## config.mk

```make
export PLATFORM = sky130hd
export DESIGN_NAME = dsp_mac_sequencer
export DESIGN_NICKNAME = d
export VERILOG_FILES = /design/src/rtl/tpu_mac_pkg.sv /design/src/rtl/dsp_issue_tracker.sv /design/src/rtl/dsp_mac_sequencer.sv
export SDC_FILE = /design/constraint.sdc
export NUM_CORES = 1
export LEC_CHECK = 0
export CAP_MARGIN = 20
export CORE_MARGIN = 5
export CORE_UTILIZATION = 65
export DETAILED_ROUTE_END_ITERATION = 6
export DONT_BUFFER_PORTS = 1
export PLACE_DENSITY = 0.78
export SLEW_MARGIN = 25
export SYNTH_ARGS = -nofsm -noshare
export SYNTH_HDL_FRONTEND = slang
export SYNTH_SLANG_ARGS = --single-unit
```

## constraint.sdc

```tcl
create_clock -name clk -period 6.15 [get_ports clk]
set_clock_uncertainty 0.15 [all_clocks]
set_input_delay 1.23 -clock clk [delete_from_list [all_inputs] [get_ports clk]]
set_output_delay 1.23 -clock clk [all_outputs]
set_load 0.005 [all_outputs]
```

## src/rtl/tpu_mac_pkg.sv

```systemverilog
// Shared types and constants for the DSP48E1 MAC sequencer.
// The slice is configured as P = C + A*B with AREG=BREG=CREG=PREG=1.
package tpu_mac_pkg;

  typedef enum logic [1:0] {
    IDLE  = 2'd0,
    ISSUE = 2'd1,
    DRAIN = 2'd2,
    DONE  = 2'd3
  } mac_state_t;

  localparam logic [6:0] MAC_OPMODE  = 7'b0110101;
  localparam logic [3:0] MAC_ALUMODE = 4'b0000;
  localparam int         DSP_LAT     = 2;
  localparam int         DSP_A_W     = 30;
  localparam int         DSP_B_W     = 18;
  localparam int         DSP_C_W     = 48;
  localparam int         DSP_P_W     = 48;

endpackage

```

## src/rtl/dsp_issue_tracker.sv

```systemverilog
// Tracks issued operand pairs through the slice pipeline (input regs, then PREG).
// The last stage marks the cycle in which dsp_p holds a product to accumulate.
module dsp_issue_tracker
  import tpu_mac_pkg::*;
(
  input  logic clk,
  input  logic rst_n,
  input  logic issue,
  output logic dsp_cep,
  output logic acc_en,
  output logic pipe_empty
);

  logic [DSP_LAT-1:0] v_q;

  always_ff @(posedge clk or negedge rst_n) begin
    if (!rst_n) begin
      v_q <= '0;
    end else begin
      v_q <= {v_q[DSP_LAT-2:0], issue};
    end
  end

  assign dsp_cep = v_q[0];
  assign acc_en  = v_q[DSP_LAT-1];
  // True when every pending product retires no later than the coming edge.
  assign pipe_empty = ~issue & ~(|v_q[DSP_LAT-2:0]);

endmodule

```

## src/rtl/dsp_mac_sequencer.sv

```systemverilog
// Drives one DSP48E1 as an unsigned 8x8 dot-product engine with a 32-bit bias,
// accumulating slice outputs and returning the result on a valid/ready port.
//
// state | meaning
// IDLE  | slice held in reset, waiting for a job
// ISSUE | accepting operand pairs into the slice
// DRAIN | waiting for in-flight products to be accumulated
// DONE  | result presented until accepted
module dsp_mac_sequencer
  import tpu_mac_pkg::*;
#(
  parameter int LEN_W = 8,
  parameter int ACC_W = 32
) (
  input  logic                 clk,
  input  logic                 rst_n,
  input  logic                 job_valid,
  output logic                 job_ready,
  input  logic [LEN_W-1:0]     job_len,
  input  logic [ACC_W-1:0]     job_bias,
  input  logic                 op_valid,
  output logic                 op_ready,
  input  logic [7:0]           op_a,
  input  logic [7:0]           op_b,
  output logic                 res_valid,
  input  logic                 res_ready,
  output logic [ACC_W-1:0]     res_data,
  output logic                 res_ovf,
  output logic [DSP_A_W-1:0]   dsp_a,
  output logic [DSP_B_W-1:0]   dsp_b,
  output logic [DSP_C_W-1:0]   dsp_c,
  output logic                 dsp_cea,
  output logic                 dsp_ceb,
  output logic                 dsp_cec,
  output logic                 dsp_cep,
  output logic                 dsp_rst,
  output logic [6:0]           dsp_opmode,
  output logic [3:0]           dsp_alumode,
  input  logic [DSP_P_W-1:0]   dsp_p
);

  mac_state_t       state_q, state_d;
  logic [LEN_W-1:0] len_q, cnt_q;
  logic [ACC_W-1:0] bias_q, acc_q, res_data_q, acc_nxt;
  logic [ACC_W:0]   add_sum;
  logic             ovf_q, ovf_nxt, dsp_rst_q;
  logic             job_acc, issue, last_issue, acc_en, pipe_empty;

  assign job_ready  = (state_q == IDLE);
  assign op_ready   = (state_q == ISSUE);
  assign res_valid  = (state_q == DONE);
  assign job_acc    = job_valid & job_ready;
  assign issue      = op_valid & op_ready;
  assign last_issue = issue & (cnt_q == len_q - LEN_W'(1));

  dsp_issue_tracker u_tracker (
    .clk        (clk),
    .rst_n      (rst_n),
    .issue      (issue),
    .dsp_cep    (dsp_cep),
    .acc_en     (acc_en),
    .pipe_empty (pipe_empty)
  );

  // Bias rides in through C on the first issue, so the first P already includes it.
  always_comb begin
    add_sum = {1'b0, acc_q} + {1'b0, dsp_p[ACC_W-1:0]};
    acc_nxt = acc_q;
    ovf_nxt = ovf_q;
    if (acc_en) begin
      acc_nxt = add_sum[ACC_W-1:0];
      ovf_nxt = ovf_q | add_sum[ACC_W] | (|dsp_p[DSP_P_W-1:ACC_W]);
    end
  end

  always_comb begin
    state_d = state_q;
    unique case (state_q)
      IDLE:    if (job_valid) state_d = (job_len == '0) ? DONE : ISSUE;
      ISSUE:   if (last_issue) state_d = DRAIN;
      DRAIN:   if (pipe_empty) state_d = DONE;
      DONE:    if (res_ready) state_d = IDLE;
      default: state_d = IDLE;
    endcase
  end

  always_ff @(posedge clk or negedge rst_n) begin
    if (!rst_n) begin
      state_q    <= IDLE;
      len_q      <= '0;
      bias_q     <= '0;
      cnt_q      <= '0;
      acc_q      <= '0;
      ovf_q      <= 1'b0;
      res_data_q <= '0;
      dsp_rst_q  <= 1'b1;
    end else begin
      state_q   <= state_d;
      // Registered from next state so the first ISSUE cycle already sees rst low.
      dsp_rst_q <= (state_d == IDLE);
      if (job_acc) begin
        len_q  <= job_len;
        bias_q <= job_bias;
        cnt_q  <= '0;
        acc_q  <= '0;
        ovf_q  <= 1'b0;
        if (job_len == '0) res_data_q <= job_bias;
      end else begin
        acc_q <= acc_nxt;
        ovf_q <= ovf_nxt;
        if (issue) cnt_q <= cnt_q + LEN_W'(1);
        if ((state_q == DRAIN) && pipe_empty) res_data_q <= acc_nxt;
      end
    end
  end

  assign res_data    = res_data_q;
  assign res_ovf     = ovf_q;
  assign dsp_a       = {{(DSP_A_W-8){1'b0}}, op_a};
  assign dsp_b       = {{(DSP_B_W-8){1'b0}}, op_b};
  assign dsp_c       = (op_ready && (cnt_q == '0)) ? {{(DSP_C_W-ACC_W){1'b0}}, bias_q} : '0;
  assign dsp_cea     = issue;
  assign dsp_ceb     = issue;
  assign dsp_cec     = issue;
  assign dsp_rst     = dsp_rst_q;
  assign dsp_opmode  = MAC_OPMODE;
  assign dsp_alumode = MAC_ALUMODE;

endmodule

```

Yosys cells after proc, flatten, opt, wreduce, memory -nomap -nowiden
Index checks and enable logic that the tools add are counted.
{"block": "totals", "elab_cells": 52, "regBits": 118, "in_bits": 109}
{"block": "op_classes", "n_bitwise": 8, "muxes": 16, "n_reduce_logical": 11, "eq_ne": 5, "n_addsub": 3}
{"cell": "$mux W32", "count": 6}
{"cell": "$add A32 B32 Y33", "count": 1}
{"cell": "$logic_not A8 Y1", "count": 2}
{"cell": "$mux W8", "count": 2}
{"cell": "$reduce_or A16 Y1", "count": 1}
{"cell": "$mux W2", "count": 5}
{"cell": "$add A8 B1 Y8 const B", "count": 1}
{"cell": "$eq A8 B8 Y1", "count": 1}
{"cell": "$pmux W2 S4", "count": 1}
{"cell": "$sub A8 B1 Y8 const B", "count": 1}
{"cell": "$reduce_bool A2 Y1", "count": 3}
{"cell": "$and A1 B1 Y1", "count": 4}
{"cell": "$eq A2 B2 Y1 const B", "count": 2}
{"cell": "$logic_not A2 Y1", "count": 2}
{"cell": "$eq A2 B1 Y1 const B", "count": 1}
{"cell": "$logic_and A1 B1 Y1", "count": 2}
{"cell": "$mux W1", "count": 2}
{"cell": "$ne A2 B1 Y1 const B", "count": 1}
{"cell": "$not A1 Y1", "count": 2}
{"cell": "$or A1 B1 Y1", "count": 2}
{"cell": "$reduce_and A2 Y1", "count": 1}

Depth between registers and ports, before layout
{"block": "depth", "word_depth": 7, "ltp_mapped": 11}

Cells and area by module
From an unflattened synthesis, not the netlist that was laid out.
{"block": "unflattened", "cells_unflattened": 858, "hier_area_um2": 7449.6}
{"module": "dsp_mac_sequencer", "cells_each": 855, "seq_area_each_um2": 2904.0, "n_inst": 1, "area_per_inst_um2": 7395.8}
{"module": "dsp_issue_tracker", "cells_each": 3, "seq_area_each_um2": 50.0, "n_inst": 1, "area_per_inst_um2": 53.8}

Worst setup path after synthesis
OpenSTA, ideal clock, no wires.
{"block": "synth_path", "kind": "input-to-reg", "startpoint": "in dsp_p[0]", "endpoint": "reg res_data_q[28], in the netlist res_data[28]", "stages": 10, "setup_time_ns": 0.076, "required_ns": 5.924, "arrival_ns": 3.349, "path_slack_ns": 2.574, "path_cell_list": "ha_1 fa_1 a21o_1 a221oi_4 nor4_2 o31ai_1 o311ai_1 o31a_1 and3_1 o21ai_1"}
{"block": "synth_via", "elab_chain_cells": 4}
{"item": "start, declared", "line_no": "dsp_mac_sequencer.sv:39", "source": "input logic [DSP_P_W-1:0] dsp_p"}
{"item": "$add A32 B32 Y33", "line_no": "dsp_mac_sequencer.sv:67", "source": "add_sum = {1'b0, acc_q} + {1'b0, dsp_p[ACC_W-1:0]};"}
{"item": "$mux W32", "line_no": "dsp_mac_sequencer.sv:70", "source": "if (acc_en) begin"}
{"item": "$mux W32", "line_no": "dsp_mac_sequencer.sv:112", "source": "if ((state_q == DRAIN) && pipe_empty) res_data_q <= acc_nxt;"}
{"item": "$mux W32", "line_no": "dsp_mac_sequencer.sv:101", "source": "if (job_acc) begin"}
{"item": "end signal, assigned", "line_no": "dsp_mac_sequencer.sv:107", "source": "if (job_len == '0) res_data_q <= job_bias;"}
{"item": "end signal, assigned", "line_no": "dsp_mac_sequencer.sv:112"}
{"item": "end, declared", "line_no": "dsp_mac_sequencer.sv:44", "source": "logic [ACC_W-1:0] bias_q, acc_q, res_data_q, acc_nxt;"}
Every way passes these cells. The select of a mux whose other input is x is not followed.
A chain may end at the register's enable or synchronous reset.

Worst setup path after layout
{"block": "layout_path", "startpoint": "in dsp_p[4]", "endpoint": "reg res_data_q[25], in the netlist res_data[25]"}
The elaborated chain is that of the path after synthesis.

==> reports/qor.txt <==
status - complete, no violations
DR vias/cell - 6.14
yosys warns - 0
worst hold path class - reg2reg
gpl congestion - 0.937
vias in the first global route - 5,917
first-pass GRT wire length - 32.1 mm
GRT Overall Usage - 28.6%
H-tree levels - 4
die width - 119 um
met1 wire length - 8.40 mm
Post-Syn Area - 7670 um2
die footprint - 14,100 um2
clock network fraction of design power - 22.4%
Core Region - 11,500 um2
Netlist cell types - 71
initial DRC count - 550
Int Power - 2.55 mW
CP max FO - 5
Wirelength per Cell - 20.1 um
final core utilization - 68.9%
Post-synth EDFFs - 0
commonest non-fill, non-tap cell in the layout - nand2_1
TritonCTS buffer count - 17
critical path data arrival time - 3.68 ns
maximum VDD drop - 0.000309 V
top routing layer in use - met4
Clk pin slew, worst setup/hold paths - 0.06 ns
DP Area - 7350 um2
Sw Pwr - 1.88 mW
post_cts resized - 0
Max-slew headroom - 50.2%
endpoints failing setup - 0
Worst-Margin Slew - 0.728 ns
clock tree sinks - 118
Met3 Wirelength - 1.84 mm
Achievable Freq - 282 MHz
Reg power frac - 31.4%
Comb pwr share - 46.1%
Req. time, crit path - 6.28 ns
placed insts - 974
fraction of registers with async set/reset - 100%
Max-Cap Viols - 0
Period Utilization, post-route - 57.7%
Crit Path Class - in2reg
# diodes - 0
Tmin final - 3.55 ns
via count - 6,170
Skew-Pair Late Insertion Delay - 0.42 ns
WL final - 20.2 mm
Starting Density - 66.6%
hpwl dp - 14.5 mm
chip height - 119 um
Total Power - 4.43 mW
Layout Cells excl Fill - 1,005
sequential area share after synthesis - 38.5%
RSZ-0062 raised after global routing - false
Max Root-Sink Buffers - 2
Post-CTS Setup Repair Bufs - 0
synth-to-layout area growth - 3.44%
metal2 WL - 9.59 mm
largest net degree at the start of global routing - 119
hold_ws - 0.320 ns
initial antenna violation count - 0
crit end category - flop
Setup TNS Final - 0 ns
pre-CTS setup slack - 2.20 ns
iteration count of the initial detailed-routing pass - 6
Worst Setup Start Kind - input port
sw frac - 42.4%
Buf/Inv on CP - 0
root buffer cell - clkbuf_16
hold-fix buffers at CTS - 0
Worst path slowest cell - a2111oi_0
grt total ovfl - 0
Cell Rows - 39
Remaining DRCs - 0
layout cells sized above 1 - 6.73%
syn avg cell area - 8.67 um2
pwr/cell area - 558 nW/um2
Syn Inst Count - 885
Primary FF master, synth - dfrtp_1
most frequent cells in the layout - nand2_1 (177), dfrtp_1 (117), conb_1 (59)
CTS tree - built
crit-path cells - ha_1, a21o_1, a31oi_1, a2111o_1, o211ai_2, o21a_1, a31o_2, a2111oi_0, o31ai_1
port buffer count - 0
delay-heaviest family, CP - compound AO/OA/AOI/OAI gates
Final Hold Fails - 0
antenna-violating nets left - 0
Final Worst Setup Slack - 2.60 ns
Seq cells post-synth - 118
Crit path largest cell delay - 0.65 ns
Final Instance Area - 7940 um2
LEAKAGE - 3.81 nW
Slew Limit Fails - 0
I/O Pins - 257
Post-layout nets - 995
[kinds of logic after synthesis]
| kind of cell | Yosys count | share of synthesized area (%) |
|---|---|---|
| adder cells (fa/ha/maj) | 36 | 5.97 |
| buffers and inverters | 128 | 10.5 |
| multiplexers | 16 | 2.10 |
| other | 2 | 0.0979 |
| AO/OA/AOI/OAI | 189 | 17.0 |
| flip-flops | 118 | 38.5 |
| XOR/XNOR | 36 | 4.11 |
| AND/OR/NAND/NOR | 360 | 21.7 |
[flip-flops by register name, indices dropped and copies added, names as in the netlist]
name and flops:
acc_q 32, bias_q 32, res_data 32, cnt_q 8, len_q 8, state_q 2
u_tracker.v_q 2, dsp_rst 1, res_ovf 1
[final cells by class]
cell class | count | area (um2)
timing repair buffer | 4 | 30.0
clock inverter | 13 | 146
fill | 901 | 3580
tap | 143 | 179
sequential | 118 | 2950
clock buffer | 18 | 439
multi-input combinational | 696 | 4140
inverter | 13 | 48.8
[power groups by stage]
stage,logic [mW],clock network [mW],registers (mW)
after floorplan,1.67,0,1.29
after global placement,1.93,0,1.38
after detailed placement,2.00,0,1.40
after CTS,2.02,1.00,1.39
after global routing,2.28,1.04,1.43
final,2.04,0.994,1.39
[synthesized netlist by cell type, drive strengths merged (3+ instances only)]
master / number / area share [%]
nand2b: 10 / 0.82
inv: 13 / 0.64
o2111a: 3 / 0.44
o21a: 13 / 1.3
and3: 8 / 0.67
clkbuf: 23 / 1.2
a31oi: 6 / 0.49
o21ai: 40 / 2.6
a21oi: 47 / 3.2
buf: 92 / 8.7
mux2i: 15 / 2.0
ha: 35 / 5.7
nand2: 179 / 8.8
o22a: 10 / 1.1
o31ai: 8 / 0.91
nor3: 9 / 0.72
nor2b: 5 / 0.41
dfrtp: 117 / 38
o21bai: 3 / 0.29
nand4: 11 / 0.90
a211oi: 8 / 0.78
or3: 9 / 0.73
xor2: 19 / 2.2
nor4: 11 / 0.98
o211ai: 7 / 0.75
nand3: 14 / 0.91
nor2: 57 / 2.8
and2: 38 / 3.1
a21o: 21 / 2.1
xnor2: 17 / 1.9
[per-layer routing]
layer	track usage [%]	vias up
li1	-	2854
met4	8.33	0
met1	38.8	2930
met2	45.4	345
met5	0	-
met3	7.93	41
[tightest hold or removal path, delay by kind of cell, from the launching register on]
kind	cells	cell delay, ns
flops	1	0.33
simple gates	2	0.11
[path summary, 6_finish.rpt]
path / slack, ns / start / cells past startpoint / to
max reg2reg: 3.03 / acc_q[4]$_DFF_PN0_ / 9 / res_data[25]$_DFFE_PN0P_
min reg2reg: 0.32 / bias_q[1]$_DFFE_PN0P_ / 2 / bias_q[1]$_DFFE_PN0P_
min in group asynchronous: 0.35 / rst_n / 0 / bias_q[7]$_DFFE_PN0P_
min: 0.32 / bias_q[1]$_DFFE_PN0P_ / 2 / bias_q[1]$_DFFE_PN0P_
max: 2.60 / dsp_p[4] / 9 / res_data[25]$_DFFE_PN0P_
max in group asynchronous: 5.26 / rst_n / 0 / dsp_rst$_DFF_PN1_
(Power assumes the default switching activity.)
